### src/rtl/stream_arb_pkg.sv
`default_nettype none
// ============================================================================
// Module      : stream_arb_pkg
// Description : Shared types, defaults and helpers for the stream arbiter.
// Revision    : 1.0 - initial release
// ============================================================================
package stream_arb_pkg;

    localparam int unsigned DEF_NUM_REQ    = 4;
    localparam int unsigned DEF_DATA_WIDTH = 32;
    localparam int unsigned DEF_LOCK_PKT   = 1;

    // Width of an index into n requesters; never narrower than one bit.
    function automatic int unsigned idx_width(input int unsigned n);
        return (n <= 2) ? 1 : $clog2(n);
    endfunction

    typedef enum logic [0:0] {
        ARB  = 1'b0,
        LOCK = 1'b1
    } arb_state_e;

endpackage
`default_nettype wire

### src/rtl/rr_priority_pick.sv
`default_nettype none
// ============================================================================
// Module      : rr_priority_pick
// Description : Combinational round-robin picker. Rotates the request vector
//               so that index ptr lands at bit 0, priority-encodes the lowest
//               set bit and translates the offset back to a requester index.
// Revision    : 1.0 - initial release
// ============================================================================
module rr_priority_pick
    import stream_arb_pkg::*;
#(
    parameter int unsigned NUM_REQ = DEF_NUM_REQ,
    parameter int unsigned ID_W    = idx_width(NUM_REQ)
) (
    input  logic [NUM_REQ-1:0] req_i,
    input  logic [ID_W-1:0]    ptr_i,
    output logic               any_o,
    output logic [ID_W-1:0]    grant_idx_o
);

    localparam int unsigned DBL_W = 2 * NUM_REQ - 1;
    localparam int unsigned BASE_W = $clog2(DBL_W);
    localparam int unsigned SUM_W = ID_W + 1;

    logic [DBL_W-1:0]   w_dbl;
    logic [BASE_W-1:0]  w_base;
    logic [NUM_REQ-1:0] w_rot;
    logic [ID_W-1:0]    w_off;
    logic               w_found;
    logic [SUM_W-1:0]   w_sum;

    // Rotate by ptr, find the first requester at or after ptr, wrap the index.
    always_comb begin
        // The top copy only needs NUM_REQ-1 bits: the window never reaches
        // past ptr + NUM_REQ - 1.
        w_dbl   = {req_i[NUM_REQ-2:0], req_i};
        w_base  = BASE_W'(ptr_i);
        w_rot   = w_dbl[w_base +: NUM_REQ];
        w_off   = '0;
        w_found = 1'b0;
        for (int k = 0; k < NUM_REQ; k++) begin
            if (!w_found && w_rot[k]) begin
                w_found = 1'b1;
                w_off   = ID_W'(k);
            end
        end
        w_sum = SUM_W'(ptr_i) + SUM_W'(w_off);
        if (w_sum >= SUM_W'(NUM_REQ)) begin
            w_sum = w_sum - SUM_W'(NUM_REQ);
        end
        grant_idx_o = w_sum[ID_W-1:0];
        any_o       = |req_i;
    end

endmodule
`default_nettype wire

### src/rtl/stream_rr_arbiter.sv
`default_nettype none
// ============================================================================
// Module      : stream_rr_arbiter
// Description : Round-robin arbiter sharing one registered valid/ready output
//               stage between NUM_REQ streams, with optional packet locking
//               so multi-beat packets are never interleaved.
// Revision    : 1.0 - initial release
// ============================================================================
module stream_rr_arbiter
    import stream_arb_pkg::*;
#(
    parameter int unsigned NUM_REQ    = DEF_NUM_REQ,
    parameter int unsigned DATA_WIDTH = DEF_DATA_WIDTH,
    parameter int unsigned LOCK_PKT   = DEF_LOCK_PKT,
    parameter int unsigned ID_W       = idx_width(NUM_REQ)
) (
    input  logic                          clk,
    input  logic                          rst,
    input  logic [NUM_REQ-1:0]            req_valid_i,
    output logic [NUM_REQ-1:0]            req_ready_o,
    input  logic [NUM_REQ*DATA_WIDTH-1:0] req_data_i,
    input  logic [NUM_REQ-1:0]            req_last_i,
    output logic                          out_valid_o,
    input  logic                          out_ready_i,
    output logic [DATA_WIDTH-1:0]         out_data_o,
    output logic                          out_last_o,
    output logic [ID_W-1:0]               out_id_o
);

    arb_state_e            state_q, state_d;
    logic [ID_W-1:0]       lock_id_q, lock_id_d;
    logic [ID_W-1:0]       ptr_q, ptr_d;
    logic                  full_q, full_d;
    logic [DATA_WIDTH-1:0] data_q, data_d;
    logic                  last_q, last_d;
    logic [ID_W-1:0]       id_q, id_d;

    logic                  w_pick_any;
    logic [ID_W-1:0]       w_pick_idx;
    logic                  w_stage_ready;
    logic                  w_cand;
    logic [ID_W-1:0]       w_grant;
    logic [ID_W-1:0]       w_grant_nxt;
    logic                  w_accept;
    logic [DATA_WIDTH-1:0] w_sel_data;
    logic                  w_sel_last;

    rr_priority_pick #(
        .NUM_REQ (NUM_REQ),
        .ID_W    (ID_W)
    ) u_pick (
        .req_i       (req_valid_i),
        .ptr_i       (ptr_q),
        .any_o       (w_pick_any),
        .grant_idx_o (w_pick_idx)
    );

    // Grant selection: the locked requester is the sole candidate mid-packet.
    always_comb begin
        w_stage_ready = !full_q || out_ready_i;
        if (state_q == LOCK) begin
            w_grant = lock_id_q;
            w_cand  = req_valid_i[lock_id_q];
        end else begin
            w_grant = w_pick_idx;
            w_cand  = w_pick_any;
        end
        w_accept   = w_cand && w_stage_ready && !rst;
        w_sel_data = '0;
        w_sel_last = 1'b0;
        for (int i = 0; i < NUM_REQ; i++) begin
            req_ready_o[i] = w_accept && (w_grant == ID_W'(i));
            if (w_grant == ID_W'(i)) begin
                w_sel_data = req_data_i[i*DATA_WIDTH +: DATA_WIDTH];
                w_sel_last = req_last_i[i];
            end
        end
        w_grant_nxt = (w_grant == ID_W'(NUM_REQ - 1)) ? '0 : w_grant + ID_W'(1);
    end

    // Next state for the output stage, lock FSM and round-robin pointer.
    always_comb begin
        state_d   = state_q;
        lock_id_d = lock_id_q;
        ptr_d     = ptr_q;
        full_d    = full_q;
        data_d    = data_q;
        last_d    = last_q;
        id_d      = id_q;

        if (full_q && out_ready_i) begin
            full_d = 1'b0;
        end

        // An accept in the same cycle as an output handshake overwrites the
        // stage, so throughput stays at one beat per cycle.
        if (w_accept) begin
            full_d = 1'b1;
            data_d = w_sel_data;
            last_d = w_sel_last;
            id_d   = w_grant;
            if (LOCK_PKT != 0) begin
                if (w_sel_last) begin
                    state_d = ARB;
                    ptr_d   = w_grant_nxt;
                end else begin
                    state_d   = LOCK;
                    lock_id_d = w_grant;
                end
            end else begin
                ptr_d = w_grant_nxt;
            end
        end
    end

    // State registers; reset drops any held beat and any packet lock.
    always_ff @(posedge clk) begin
        if (rst) begin
            state_q   <= ARB;
            lock_id_q <= '0;
            ptr_q     <= '0;
            full_q    <= 1'b0;
            data_q    <= '0;
            last_q    <= 1'b0;
            id_q      <= '0;
        end else begin
            state_q   <= state_d;
            lock_id_q <= lock_id_d;
            ptr_q     <= ptr_d;
            full_q    <= full_d;
            data_q    <= data_d;
            last_q    <= last_d;
            id_q      <= id_d;
        end
    end

    assign out_valid_o = full_q;
    assign out_data_o  = data_q;
    assign out_last_o  = last_q;
    assign out_id_o    = id_q;

endmodule
`default_nettype wire

### config.mk
export PLATFORM = sky130hd
export DESIGN_NAME = stream_rr_arbiter
export DESIGN_NICKNAME = d
export VERILOG_FILES = /design/src/rtl/stream_arb_pkg.sv /design/src/rtl/rr_priority_pick.sv /design/src/rtl/stream_rr_arbiter.sv
export SDC_FILE = /design/constraint.sdc
export NUM_CORES = 1
export LEC_CHECK = 0
export CORE_MARGIN = 4
export CORE_UTILIZATION = 40
export CTS_CLUSTER_DIAMETER = 30
export DETAILED_ROUTE_END_ITERATION = 8
export GPL_TIMING_DRIVEN = 0
export MAX_ROUTING_LAYER = met4
export PLACE_DENSITY = 0.94
export SYNTH_ARGS = -nofsm -noshare
export SYNTH_HDL_FRONTEND = slang
export SYNTH_SLANG_ARGS = --single-unit
### constraint.sdc
create_clock -name clk -period 6.01 [get_ports clk]
set_input_delay 0.9015 -clock clk [delete_from_list [all_inputs] [get_ports clk]]
set_output_delay 0.9015 -clock clk [all_outputs]
set_load 0.005 [all_outputs]
==> results of run 1 <==
==> area by class of cell <==
type / instances / area share (%)
Clock buffer: 7 / 1.80
Clock inverter: 1 / 0.627
Sequential cell: 41 / 17.1
Buffer: 39 / 3.84
Inverter: 3 / 0.235
Tap cell: 96 / 2.51
Multi-Input combinational cell: 267 / 37.5
Timing Repair Buffer: 174 / 36.4
==> flip-flops by register name (all words and copies together), names as in the netlist <==
| signal | flops |
|---|---|
| lock_id_q | 2 |
| state_q | 1 |
| ptr_q | 2 |
| out_last_o | 1 |
| out_id_o | 2 |
| out_data_o | 32 |
| out_valid_o | 1 |
==> cell usage after synthesis, drive strengths merged <==
library cell / instances / area, um2
nand2b: 4 / 25.0
o22ai: 1 / 6.26
clkbuf: 25 / 93.8
o221ai: 2 / 17.5
or4: 1 / 7.51
nand3b: 3 / 22.5
a21o: 1 / 7.51
mux2i: 4 / 40.0
nand3: 4 / 20.0
buf: 14 / 88.8
a21oi: 7 / 35.0
o21a: 1 / 7.51
mux2: 1 / 11.3
a211oi: 34 / 395
a221oi: 32 / 280
xnor2: 1 / 8.76
o22a: 1 / 8.76
o211ai: 1 / 7.51
nand2: 7 / 26.3
dfxtp: 41 / 821
nor3b: 1 / 7.51
nor4: 1 / 6.26
and2: 5 / 31.3
o41ai: 1 / 16.3
ha: 5 / 62.6
o31ai: 1 / 7.51
a211o: 1 / 8.76
o21ai: 3 / 15.0
inv: 3 / 11.3
or2: 1 / 6.26
nor3: 66 / 330
nor2: 44 / 168
nor2b: 33 / 206
==> worst max-delay path, delay by kind of cell <==
family / cells / cell delay [ns]
and+or+nand+nor: 5 / 0.98
buffers and inverters: 5 / 2.10
adders and majority gates: 2 / 0.38
AOI/OAI and AO/OA: 2 / 0.41
xor gates and xnor gates: 1 / 0.08
==> report_power, final <==
part / switching [mW] / internal [mW] / total [mW]
clock: 0.0933 / 0.136 / 0.229
sequential: 0.0583 / 0.359 / 0.417
combinational: 0.897 / 0.743 / 1.64
==> cells by family after synthesis <==
| group | after synthesis | synth area share, % |
|---|---|---|
| flip-flops | 41 | 29.2 |
| AND/OR/NAND/NOR | 170 | 30.5 |
| multiplexers | 5 | 1.83 |
| AO/OA/AOI/OAI | 86 | 29.0 |
| adder cells (fa/ha/maj) | 5 | 2.23 |
| buffers and inverters | 42 | 6.91 |
| XOR/XNOR | 1 | 0.312 |
==> timing repair <==
item,CTS,global route
resized for setup,0,1
hold buffers,0,0
setup endpoints to repair,0,1
==> metrics by stage <==
| step | setup WS (ns) | cells | area, um2 | power (mW) | utilization [%] |
|---|---|---|---|---|---|
| finish | 0.244 | 628 | 4790 | 2.29 | 70.5 |
| floorplan | 1.64 | 350 | 2810 | 1.50 | - |
| CTS | 0.0789 | 628 | 4790 | 2.28 | 70.4 |
| global placement | 0.243 | 620 | 4670 | 1.99 | 68.7 |
| detailed placement | 0.0832 | 620 | 4670 | 2.05 | 68.7 |
| global route | 0.0656 | 628 | 4790 | 2.46 | 70.5 |
==> routing by layer <==
metal	vias to the layer above	global-route usage (%)	wire length, um
met5	-	-	0
met4	0	7.55	225
met3	20	5.41	650
met2	133	46.1	5820
met1	1655	26.8	4240
li1	1658	-	-
==> final timing paths <==
| check | startpoint | to | cells after the start |
|---|---|---|---|
| hold / removal | out_data_o[20] | out_data_o[20] | 2 |
| setup / recovery | req_valid_i[3] | req_ready_o[3] | 15 |
| setup reg to reg | ptr_q[0] | out_data_o[27] | 19 |
| hold reg to reg | out_data_o[20] | out_data_o[20] | 2 |
==> summary.md, run 1 <==
| Metric | Value |
|---|---|
| Syn Inst Count | `350` |
| Crit. End Element | `output pin` |
| WL/cell | `17.4 um` |
| PwrDens | `478 mW/mm2` |
| R2r setup slk | `1.79 ns` |
| Max-capacitance violation count | `0` |
| Avg Cell Area, Syn | `8.02 um2` |
| DRT antenna net count | `0` |
| DIE WIDTH | `~92 um` |
| Layout cells sized above 1 | `9.77%` |
| H-tree levels | `2` |
| CTS root buffer | `clkbuf_8` |
| Final Routed Wirelength | `10900 um` |
| Critical path launch point type | `primary input` |
| Slew Viols, Final | `0` |
| Post-CTS Repair Setup Buffers | `0` |
| Lkg Pwr | `around 1.7 nW` |
| Crit path DAT | `4.86 ns` |
| Fill cells | `547` |
| Core ar. | `between 0.006 and 0.007 mm2` |
| Final net count | `675` |
| CTS Buf Count | `5` |
| Grt ovf | `0` |
| Max VDD drop | `between 0.2 and 0.3 mV` |
| Worst Path Max Fanout | `10` |
| Worst skew pair latency | `0.28 ns` |
| GRT Total Usage | `25.0%` |
| Commonest non-fill, non-tap cells in the layout | `clkdlybuf4s50_1 (174), nor3_1 (66), nor2_1 (43)` |
| Num Clock Sinks | `41` |
| Number of warnings issued by yosys | `0` |
| Setup Total Neg Slack | `0 ns` |
| Min Tclk post-route | `5.77 ns` |
| Hold Path Class | `reg2reg` |
| Die ar. | `roughly 0.0084 mm2` |
| Register bit total from synthesis | `slightly above 40` |
| Vias | `3466` |
| Initial antenna violation count | `0` |
| Area of the multi-input gates | `0.00179 mm2` |
| First DRT Iteration DRCs | `~120` |
| Clock transition at path regs | `~0.07 ns` |
| Slew headroom | `54.7%` |
| Cell area after synthesis | `0.00281 mm2` |
| RSZ-0062 raised after global routing | `no` |
| Antenna diodes | `0` |
| Max incr delay on CP | `between 0.6 and 0.7 ns` |
| Measured slew at the worst slew-check pin | `a little under 0.7 ns` |
| Area delta synth->final | `70.5%` |
| Register area | `just over 800 um2` |
| DR DRC count | `0` |
| IO Count | `179` |
| Crit-path slowest cell | `clkdlybuf4s50_1` |
| Hold_ws | `0.494 ns` |
| Initial Util | `41.3%` |
| Status | `finished clean` |
| Post-Syn Nets | `494` |
| Cell Chain, Critical Path | `clkdlybuf4s50_1, nor2_1, or4_1, nand3_1, ha_1, xnor2_1, and2_1, o221ai_1, o221ai_1, inv_1, ha_1, clkbuf_1, clkbuf_2, and2_1, clkdlybuf4s50_1` |
| Pre-antenna DRT Iters | `5` |
| First-pass GRT wire length | `16600 um` |
| Maximum clock rate | `173 MHz` |
| Worst EP required | `5.11 ns` |
| FP Rows | `30` |
| Vias per cell | `5.52` |
| Post-DP HPWL | `about 8900 um` |
| Critical path class | `in2out` |
| Placer congestion estimate | `0.848` |
| CTS tree | `done` |
| Clk_skew | `0.00605 ns` |
| Max Buffers Root-to-Sink | `2` |
| Commonest non-fill, non-tap cell in the layout | `clkdlybuf4s50_1` |
| Setup Viol. Count Final | `0` |
| Fin. Hold Viols | `0` |
| Register area share after synthesis | `29.2%` |
| Die Y | `~92 um` |
| Port bufs | `174` |
| Post-synth cell types | `38` |
| Final worst-path cycle share | `95.9%` |
| Largest net degree at the start of global routing | `13` |
| Vias in the first global route | `3464` |
(Power assumes the default switching activity.)
==> inputs of run 2 (changes only) <==
--- a/config.mk
+++ b/config.mk
@@ -5,6 +5,7 @@
 export SDC_FILE = /design/constraint.sdc
 export NUM_CORES = 1
 export LEC_CHECK = 0
+export ABC_AREA = 1
 export CORE_MARGIN = 4
 export CORE_UTILIZATION = 40
 export CTS_CLUSTER_DIAMETER = 30
@@ -12,6 +13,7 @@
 export GPL_TIMING_DRIVEN = 0
 export MAX_ROUTING_LAYER = met4
 export PLACE_DENSITY = 0.94
+export SLEW_MARGIN = 20
 export SYNTH_ARGS = -nofsm -noshare
 export SYNTH_HDL_FRONTEND = slang
 export SYNTH_SLANG_ARGS = --single-unit
==> summary.md, run 2 <==
| Metric | Value |
|---|---|
| Num Clock Sinks | `41` |
| Final worst-path cycle share | `88.0%` |
| R2R Path End | `ptr_q[0]` |
| DR DRC count | `0` |
| Vias | `~3.6k` |
| First DRT Iteration DRCs | `199` |
| Cell-internal power | `about 1.2 mW` |
| Worst Path Max Fanout | `10` |
| Pre-antenna DRT Iters | `5` |
| Clk_skew | `about 0.0047 ns` |
| Design Area, Final | `0.00481 mm2` |
| Crit. End Element | `output pin` |
| Area delta synth->final | `70.1%` |
| Logic pwr share | `75.0%` |
| Psw | `approximately 1.2 mW` |
| Register area share after synthesis | `a little under 30%` |
| Top FF cell, synth | `dfxtp_1` |
| Max-capacitance violation count | `0` |
| Worst hold stages | `2` |
| Worst r2r path cells | `20` |
| Avg Cell Area, Syn | `7.11 um2` |
| Post-CTS Hold Fix Bufs | `0` |
| Placed inst area | `0.00473 mm2` |
| Commonest non-fill, non-tap cells in the layout | `clkdlybuf4s50_1 (178), nand2_1 (94), a21oi_1 (59)` |
| Maximum clock rate | `roughly 190 MHz` |
| Met1 Use GR | `29.5%` |
| CTS root buffer | `clkbuf_8` |
| H-tree levels | `2` |
| Fin util | `70.5%` |
| Inst Count DP | `672` |
| Total power | `2.45 mW` |
| Slew headroom | `51.7%` |
| Antenna diodes | `0` |
| Setup Total Neg Slack | `0 ns` |
| Post-Syn Nets | `about 540` |
| Global-route track usage on met3 | `5.50%` |
| Fin. Hold Viols | `0` |
| Post-CTS Repair Setup Buffers | `0` |
| GRT Total Usage | `26.3%` |
| Die ar. | `around 0.0085 mm2` |
| Die Y | `92.1 um` |
| Yosys top cell by area | `dfxtp_1` |
| Largest net degree at the start of global routing | `13` |
| Yosys top cell area share | `29.0%` |
| Layout cells sized above 1 | `14.9%` |
| Core ar. | `roughly 0.0068 mm2` |
| Grt ovf | `0` |
| Number of warnings issued by yosys | `0` |
| Min Tclk post-route | `5.29 ns` |
| Setup Viol. Count Final | `0` |
| Slew Viols, Final | `0` |
| Commonest non-fill, non-tap cell in the layout | `clkdlybuf4s50_1` |
| Post-DP HPWL | `8830 um` |
| Post-synth ARST share | `0%` |
| Register bit total from synthesis | `41` |
| Lkg Pwr | `1.86 nW` |
| Final Routed Wirelength | `11000 um` |
| Critical path class | `in2out` |
| Finished Layout Cells | `680` |
| Worst skew pair latency | `0.29 ns` |
| DRT antenna net count | `0` |
| Crit path DAT | `about 4.4 ns` |
| PwrDens | `just over 500 mW/mm2` |
| CTS Buf Count | `5` |
| Count leader, synth | `nand2_1` |
| Syn Inst Count | `398` |
| Seq pwr share | `approximately 18%` |
| Port bufs | `178` |
| Hold Crit Start | `out_valid_o` |
| Top cells by area, synth | `dfxtp_1 (29%), a21oi_2 (14%), nand2_1 (12%)` |
| Clock transition at path regs | `0.08 ns` |
| WHS Endpoint | `out_valid_o` |
| Placer congestion estimate | `~0.9` |
| R2r startpoint | `ptr_q[0]` |
| Hold Path Class | `reg2reg` |
| Max Buffers Root-to-Sink | `2` |
| First-pass GRT wire length | `17500 um` |
| IO Count | `179` |
| Initial antenna violation count | `0` |
| WL/cell | `16.2 um` |
| Post-synth EDFFs | `0` |
| Initial Util | `41.4%` |
| Vias in the first global route | `3692` |
| Status | `finished clean` |
| Post-CTS sizing | `0` |
| FP Rows | `30` |
| Cell area after synthesis | `between 0.002 and 0.003 mm2` |
| Max VDD drop | `0.257 mV` |
| R2r setup slk | `2.55 ns` |
| Fill cells | `564` |
| Post-synth cell types | `26` |
| Clock power frac | `7.3%` |
| Switching Fraction | `50.9%` |
| RSZ-0062 raised after global routing | `no` |
| Worst EP required | `5.11 ns` |
| Grt peak-use layer | `met2` |
| Critical path launch point type | `primary input` |
| Measured slew at the worst slew-check pin | `0.724 ns` |
| DIE WIDTH | `slightly above 90 um` |
| Vias per cell | `5.36` |
| Max reg flops | `32` |
| CTS tree | `done` |
| Final net count | `just over 700` |
| Met2 usage | `45.5%` |
| Commonest cells in the netlist | `nand2_1 (94), a21oi_1 (59), a21oi_2 (46)` |
[run 2: critical path, stage by stage]
cell,delay (ns)
clkdlybuf4s50_1,0.53
nand2_1,0.09
nand3_1,0.13
nand3_1,0.08
a21boi_0,0.18
ha_1,0.26
a21oi_1,0.50
inv_1,0.14
ha_1,0.23
buf_2,0.18
inv_2,0.15
clkbuf_1,0.44
nor2_1,0.10
clkdlybuf4s50_1,0.46
[run 2: power by group through the flow]
| stage | combinational (mW) | clock, mW | sequential (mW) |
|---|---|---|---|
| after global placement | 1.76 | 0 | 0.434 |
| after detailed placement | 1.82 | 0 | 0.439 |
| after CTS | 1.83 | 0.179 | 0.435 |
| after floorplan | 1.18 | 0 | 0.441 |
| after global routing | 2.04 | 0.195 | 0.448 |
| final | 1.84 | 0.178 | 0.435 |
[run 2: worst max-delay path by stage]
stage | startpoint | to
2_1_floorplan | req_valid_i[1] | req_ready_o[3]
3_3_place_gp | req_valid_i[1] | req_ready_o[3]
3_5_place_dp | req_valid_i[2] | req_ready_o[3]
4_1_cts | req_valid_i[1] | req_ready_o[3]
5_1_grt | req_valid_i[2] | req_ready_o[3]
6_report | req_valid_i[2] | req_ready_o[3]
[run 2: layer usage]
metal / vias up / share of wire [%]
met5: - / 0
met1: 1687 / 39
met2: 170 / 51
met4: 0 / 3.4
li1: 1752 / -
met3: 34 / 6.9
[run 2: cells by family (layout without fill, tap and decap cells)]
logic type | after synthesis | in the layout | share of synthesized area (%)
buffers and inverters | 51 | 237 | 9.02
adders and majority gates | 5 | 5 | 2.21
DFF | 41 | 41 | 29.0
and+or+nand+nor | 121 | 121 | 17.4
AOI/OAI and AO/OA | 179 | 179 | 42.1
xor gates and xnor gates | 1 | 1 | 0.310
[run 2: per-stage QoR]
step	worst slack [ns]	hold WS, ns
detailed placement	0.823	0.474
finish	0.720	0.481
CTS	0.813	0.486
floorplan	2.28	0.466
global route	0.522	0.508
global placement	0.904	0.465
[run 2: layout make-up]
| cell class | count | area [um2] | share of cell area [%] |
|---|---|---|---|
| clock inverter | 2 | 10.0 | 0.208 |
| multi-input combinational | 306 | 1750 | 36.4 |
| inverter | 18 | 67.6 | 1.40 |
| tap | 96 | 120 | 2.50 |
| buffer | 33 | 188 | 3.90 |
| sequential | 41 | 821 | 17.1 |
| timing repair buffer | 178 | 1780 | 37.0 |
| clock buffer | 6 | 72.6 | 1.51 |
